`config.mk`:
```
export PLATFORM = sky130hd
export DESIGN_NAME = sisc_ifetch
export DESIGN_NICKNAME = d
export VERILOG_FILES = /design/src/rtl/sisc_pkg.sv /design/src/rtl/sisc_br_eval.sv /design/src/rtl/sisc_ifetch.sv
export SDC_FILE = /design/constraint.sdc
export NUM_CORES = 1
export LEC_CHECK = 0
export CELL_PAD_IN_SITES_DETAIL_PLACEMENT = 0
export CELL_PAD_IN_SITES_GLOBAL_PLACEMENT = 2
export CORE_MARGIN = 3
export CORE_UTILIZATION = 29
export CTS_BUF_LIST = sky130_fd_sc_hd__clkbuf_8
export CTS_CLUSTER_DIAMETER = 40
export DETAILED_ROUTE_END_ITERATION = 10
export PLACE_DENSITY_LB_ADDON = 0.1
export SYNTH_ARGS = -nofsm -noshare
export SYNTH_HDL_FRONTEND = slang
export SYNTH_SLANG_ARGS = --single-unit
```
`constraint.sdc`:
```
create_clock -name clk -period 3 [get_ports clk]
set_input_delay 0.3 -clock clk [delete_from_list [all_inputs] [get_ports clk]]
set_output_delay 0.3 -clock clk [all_outputs]
set_load 0.005 [all_outputs]
```
`src/rtl/sisc_pkg.sv`:
```
// sisc_pkg: shared SISC opcodes, IR field positions, status bit indices and fetch FSM states.
package sisc_pkg;
    localparam logic [3:0] OP_NOOP = 4'd0;
    localparam logic [3:0] OP_BRA  = 4'd4;
    localparam logic [3:0] OP_BRR  = 4'd5;
    localparam logic [3:0] OP_BNE  = 4'd6;
    localparam logic [3:0] OP_BNR  = 4'd7;
    localparam logic [3:0] OP_HLT  = 4'd15;
    localparam int OPC_HI = 31;
    localparam int OPC_LO = 28;
    localparam int MM_HI  = 27;
    localparam int MM_LO  = 24;
    localparam int IMM_HI = 15;
    localparam int IMM_LO = 0;
    localparam int STAT_C = 3;
    localparam int STAT_N = 2;
    localparam int STAT_Z = 1;
    localparam int STAT_V = 0;
    localparam logic [0:0] ST_IDLE = 1'b0;
    localparam logic [0:0] ST_REQ  = 1'b1;
    function automatic logic is_rel(input logic [3:0] op);
        return op == OP_BRR || op == OP_BNR;
    endfunction
endpackage

```
`src/rtl/sisc_br_eval.sv`:
```
// sisc_br_eval: combinational branch resolution for BRA/BRR/BNE/BNR.
module sisc_br_eval
    import sisc_pkg::*;
#(
    parameter int ADDR_W = 16
) (
    input  logic [3:0]        opcode,
    input  logic [3:0]        mm,
    input  logic [3:0]        stat,
    input  logic [ADDR_W-1:0] pc,
    input  logic [15:0]       imm,
    output logic              taken,
    output logic [ADDR_W-1:0] target
);
    logic              hit;
    logic [ADDR_W+15:0] imm_s, imm_z;
    always_comb begin
        hit    = |(stat & mm);
        imm_s  = {{ADDR_W{imm[15]}}, imm};
        imm_z  = {{ADDR_W{1'b0}}, imm};
        taken  = ((opcode == OP_BRA || opcode == OP_BRR) && hit) ||
                 ((opcode == OP_BNE || opcode == OP_BNR) && !hit);
        // relative targets wrap modulo 2^ADDR_W through the truncating cast
        target = ADDR_W'(is_rel(opcode) ? {16'b0, pc} + imm_s : imm_z);
    end
endmodule

```
`src/rtl/sisc_ifetch.sv`:
```
// sisc_ifetch: SISC fetch/branch stage holding PC, IR and status register.
// Define SISC_FETCH_TIMEOUT_EN to abort stalled fetches with a sticky fetch_err.
module sisc_ifetch
    import sisc_pkg::*;
#(
    parameter int ADDR_W      = 16,
    parameter int TIMEOUT_CYC = 15
) (
    input  logic              clk,
    input  logic              rst_f,
    input  logic              fetch_go,
    input  logic              br_go,
    input  logic              stat_en,
    input  logic [3:0]        alu_stat,
    output logic              imem_req,
    output logic [ADDR_W-1:0] imem_addr,
    input  logic [31:0]       imem_rdata,
    input  logic              imem_ready,
    output logic [31:0]       ir,
    output logic [3:0]        opcode,
    output logic [3:0]        mm,
    output logic [3:0]        stat,
    output logic              ir_valid,
    output logic              busy,
    output logic              fetch_err
);
    logic [0:0]        state;
    logic [ADDR_W-1:0] pc, target;
    logic              taken;
    if (TIMEOUT_CYC < 1 || TIMEOUT_CYC > 15) begin : g_bad_timeout
        $error("TIMEOUT_CYC must fit the 4-bit wait counter");
    end
    assign imem_req  = state == ST_REQ;
    assign busy      = state == ST_REQ;
    assign imem_addr = pc;
    assign opcode    = ir[OPC_HI:OPC_LO];
    assign mm        = ir[MM_HI:MM_LO];
    sisc_br_eval #(.ADDR_W(ADDR_W)) u_br (
        .opcode (opcode),
        .mm     (mm),
        .stat   (stat),
        .pc     (pc),
        .imm    (ir[IMM_HI:IMM_LO]),
        .taken  (taken),
        .target (target)
    );
`ifdef SISC_FETCH_TIMEOUT_EN
    logic [3:0] wait_cnt;
`else
    assign fetch_err = 1'b0;
`endif
    always_ff @(posedge clk or negedge rst_f) begin
        if (!rst_f) begin
            state    <= ST_IDLE;
            pc       <= '0;
            ir       <= '0;
            stat     <= '0;
            ir_valid <= 1'b0;
`ifdef SISC_FETCH_TIMEOUT_EN
            wait_cnt  <= '0;
            fetch_err <= 1'b0;
`endif
        end else begin
            ir_valid <= 1'b0;
            if (stat_en) stat <= alu_stat;
            if (state == ST_IDLE) begin
                // branch lands first so a same-cycle fetch uses the new PC
                if (br_go && taken) pc <= target;
                if (fetch_go) begin
                    state <= ST_REQ;
`ifdef SISC_FETCH_TIMEOUT_EN
                    wait_cnt <= '0;
`endif
                end
            end else if (imem_ready) begin
                ir       <= imem_rdata;
                pc       <= pc + ADDR_W'(1);
                ir_valid <= 1'b1;
                state    <= ST_IDLE;
            end
`ifdef SISC_FETCH_TIMEOUT_EN
            else if (wait_cnt == 4'(TIMEOUT_CYC - 1)) begin
                fetch_err <= 1'b1;
                ir        <= {OP_NOOP, 28'b0};
                ir_valid  <= 1'b1;
                state     <= ST_IDLE;
            end else begin
                wait_cnt <= wait_cnt + 4'd1;
            end
`endif
        end
    end
endmodule

```
==> results of run 1 <==
==> worst max-delay path, cell delays in order, from the launching register on <==
cell and delay (ns):
dfrtp_1 0.47, ha_1 0.29, fa_1 0.46, a211oi_2 0.28, o21bai_1 0.16, o2111ai_2 0.28
a21oi_1 0.11, mux2_1 0.32, a211oi_1 0.26
==> layout make-up <==
class,count,area (sq um),share of cell area
clock buffers,5,68.8,0.0147
inverters,7,26.3,0.00560
multi-input cells,255,1920,0.409
repair buffers,113,1100,0.235
well taps,143,179,0.0381
flip-flops and latches,54,1350,0.288
clock inverters,3,47.5,0.0101
==> metal layers <==
metal / wire [um] / vias up / GRT usage / share of wire
met5: 0 / - / 0 / 0
li1: - / 1451 / - / -
met3: 818 / 12 / 0.0537 / 0.079
met2: 4700 / 102 / 0.259 / 0.45
met4: 108 / 0 / 0.0368 / 0.010
met1: 4740 / 1463 / 0.217 / 0.46
==> sequential cells by signal, indices dropped and copies added, names as in the netlist <==
name       cells
stat           4
ir_valid       1
ir            32
imem_addr     16
busy           1
==> cell usage in the layout (no fill, tap or decap), types with 5 or more instances in the layout <==
cell type	instances
ha_1	16
mux2_2	35
buf_4	9
o22ai_1	7
xnor2_1	7
nand3_1	6
nand2_1	36
clkdlybuf4s50_1	103
o21ai_0	17
nor2_1	16
dfrtp_1	54
inv_1	7
a211oi_1	8
o211ai_1	5
a21oi_1	24
clkbuf_8	5
==> per-stage QoR <==
stage,setup slack (ns),area (sq um),power [mW],hold slack [ns]
finish,0.276,4700,3.54,0.0653
global route,0.0661,4700,3.87,0.135
CTS,0.271,4700,3.61,0.112
detailed placement,0.353,4580,3.04,0.476
global placement,0.390,4580,3.04,0.479
floorplan,0.591,3430,2.28,0.00441
==> worst min path at each step <==
stage | start | to | slack, ns | depth (start not counted)
6_report | rst_f | imem_addr[4] | 0.07 | 1
5_1_grt | rst_f | imem_addr[15] | 0.14 | 1
4_1_cts | rst_f | ir[4] | 0.11 | 1
3_5_place_dp | rst_f | imem_addr[4] | 0.48 | 1
3_3_place_gp | rst_f | ir[4] | 0.48 | 1
2_1_floorplan | rst_f | busy | 0.004 | 0
==> cell families after synthesis <==
logic type               after synthesis  synth area share
XOR/XNOR                              10            0.0255
buffers and inverters                 29            0.0474
multiplexers                          38             0.124
other                                  1           0.00109
flip-flops                            54             0.394
adder cells (fa/ha/maj)               17            0.0641
AND/OR/NAND/NOR                       87             0.133
AO/OA/AOI/OAI                        102             0.211
==> where the power goes <==
part | total (mW) | switching, mW | internal [mW]
logic | 1.85 | 0.853 | 0.993
clock network | 0.533 | 0.278 | 0.255
registers | 1.16 | 0.257 | 0.907
total | 3.54 | 1.39 | 2.16
==> impl_metrics.py, run 1 <==
metrics = {
    "critical_path": {
        "crit_path_start": "imem_addr[0]",
        "worstPathRequired_ns": 3.23,
        "crit_arrival_ns": 2.95,
        "r2r_setup_slack_ns": 0.28,
        "critPathCaptureType": "register",
        "crit_fanout": 7,
        "path_class": "reg2reg",
        "worstSetupEndpoint": "imem_addr[14]",
        "start_kind": "register",
        "rr_worst_depth": 8,
        "r2r_end": "imem_addr[14]",
        "r2r_start": "imem_addr[0]",
    },
    "logic_synthesis": {
        "syn_area_sq_mm": 0.00343,
        "synth_most_common_cell": "dfrtp_1",
        "postSynthAreaPerCell_sq_um": 10.2,
        "synth_top_area_frac": 0.394,
        "ys_warn_count": 0,
        "mappedNetlistNets": 397,
        "synthTopCellsByArea": "dfrtp_1, mux2_2, ha_1, nand2_1, a21oi_1",
        "synthFlopType": "dfrtp_1",
        "ys_ff_latch": 54,
        "syn_inst": 338,
        "yosysTopAreaCell": "dfrtp_1",
        "async_flop_share": 1.00,
        "synth_cell_types": 66,
        "yosysSeqAreaShare": 0.394,
        "synth_edf_count": 0,
        "synth_commonest_cells": "dfrtp_1, nand2_1, mux2_2, a21oi_1, o21ai_0",
    },
    "floorplanning": {
        "die_w_um": 115,
        "start_util": 0.298,
        "coreArea_sq_mm": 0.0115,
        "die_area_sq_mm": 0.0132,
        "rows": 39,
        "fp.dieH_um": 115,
        "ios": 106,
    },
    "clock_tree": {
        "htree_num_levels": 2,
        "clk_latency_ns": 0.32,
        "cts_setup_buffers": 0,
        "cts_buffers": 5,
        "postCtsHoldBufs": 0,
        "cts_buffer_depth": 2,
        "clock-sinks": 54,
        "cts_resized": 0,
        "cts_tree": "done",
        "clkTransAtPathRegs_ns": 0.11,
        "root_buffer": "clkbuf_8",
    },
    "routing": {
        "wl_mm": 10.4,
        "first_pass_iters": 4,
        "drt-vias-per-instance": 5.22,
        "dr_total_vias": 3028,
        "wl_per_cell_um": 17.9,
        "drc_errors": 0,
        "ant_nets": 0,
        "drtIter0Drc": 129,
    },
    "timing": {
        "slew_viol_final": 0,
        "relSlewSlack": 0.423,
        "skew_ns": 0.00922,
        "grt_setup_unrepaired": "no",
        "fmax_ghz": 0.367,
        "fin_crit_sh": 0.908,
        "fin_tns_setup_ns": 0,
        "finalHoldViolations": 0,
        "setup_viol": 0,
        "worstMarginPinSlew_ns": 0.865,
        "min_period_ns": 2.72,
    },
    "placed_design": {
        "dp_cells": 572,
        "gp_congestion": 0.858,
        "port_buffers": 104,
        "place_hpwl_mm": 7.64,
    },
    "final_layout": {
        "final_cells": 580,
        "n_fill_cell": 1180,
        "n_antenna_cell": 0,
        "utilization": 0.408,
        "layout-area-overhead-vs-synth_pct": 36.8,
        "drive_gt1_frac": 0.158,
        "layout.nets": 495,
    },
    "global_routing": {
        "grt_pass1_wl_mm": 16.8,
        "grt_pass1_vias": 3146,
        "antenna_found_initial": 0,
        "grt_usage": 0.163,
        "grt_max_degree": 36,
        "overflow": 0,
    },
    "outcome": {
        "status": "finished clean",
    },
    "run": {
        "drv_cap": 0,
    },
    "power": {
        "irDropWorstVdd_mv": 0.318,
        "power_leakage_nw": 1.90,
        "p_per_area_mw_per_mm2": 755,
    },
    "worst_hold_path": {
        "min_path_type": "in2async",
    },
}
No activity file was read; power rests on OpenSTA's default activity.
==> run 2, diff against run 1 <==
Settings changed: CTS_CLUSTER_SIZE set to 20.
==> results of run 2 <==
Final layout, timing and power as in run 1 (identical DEF).
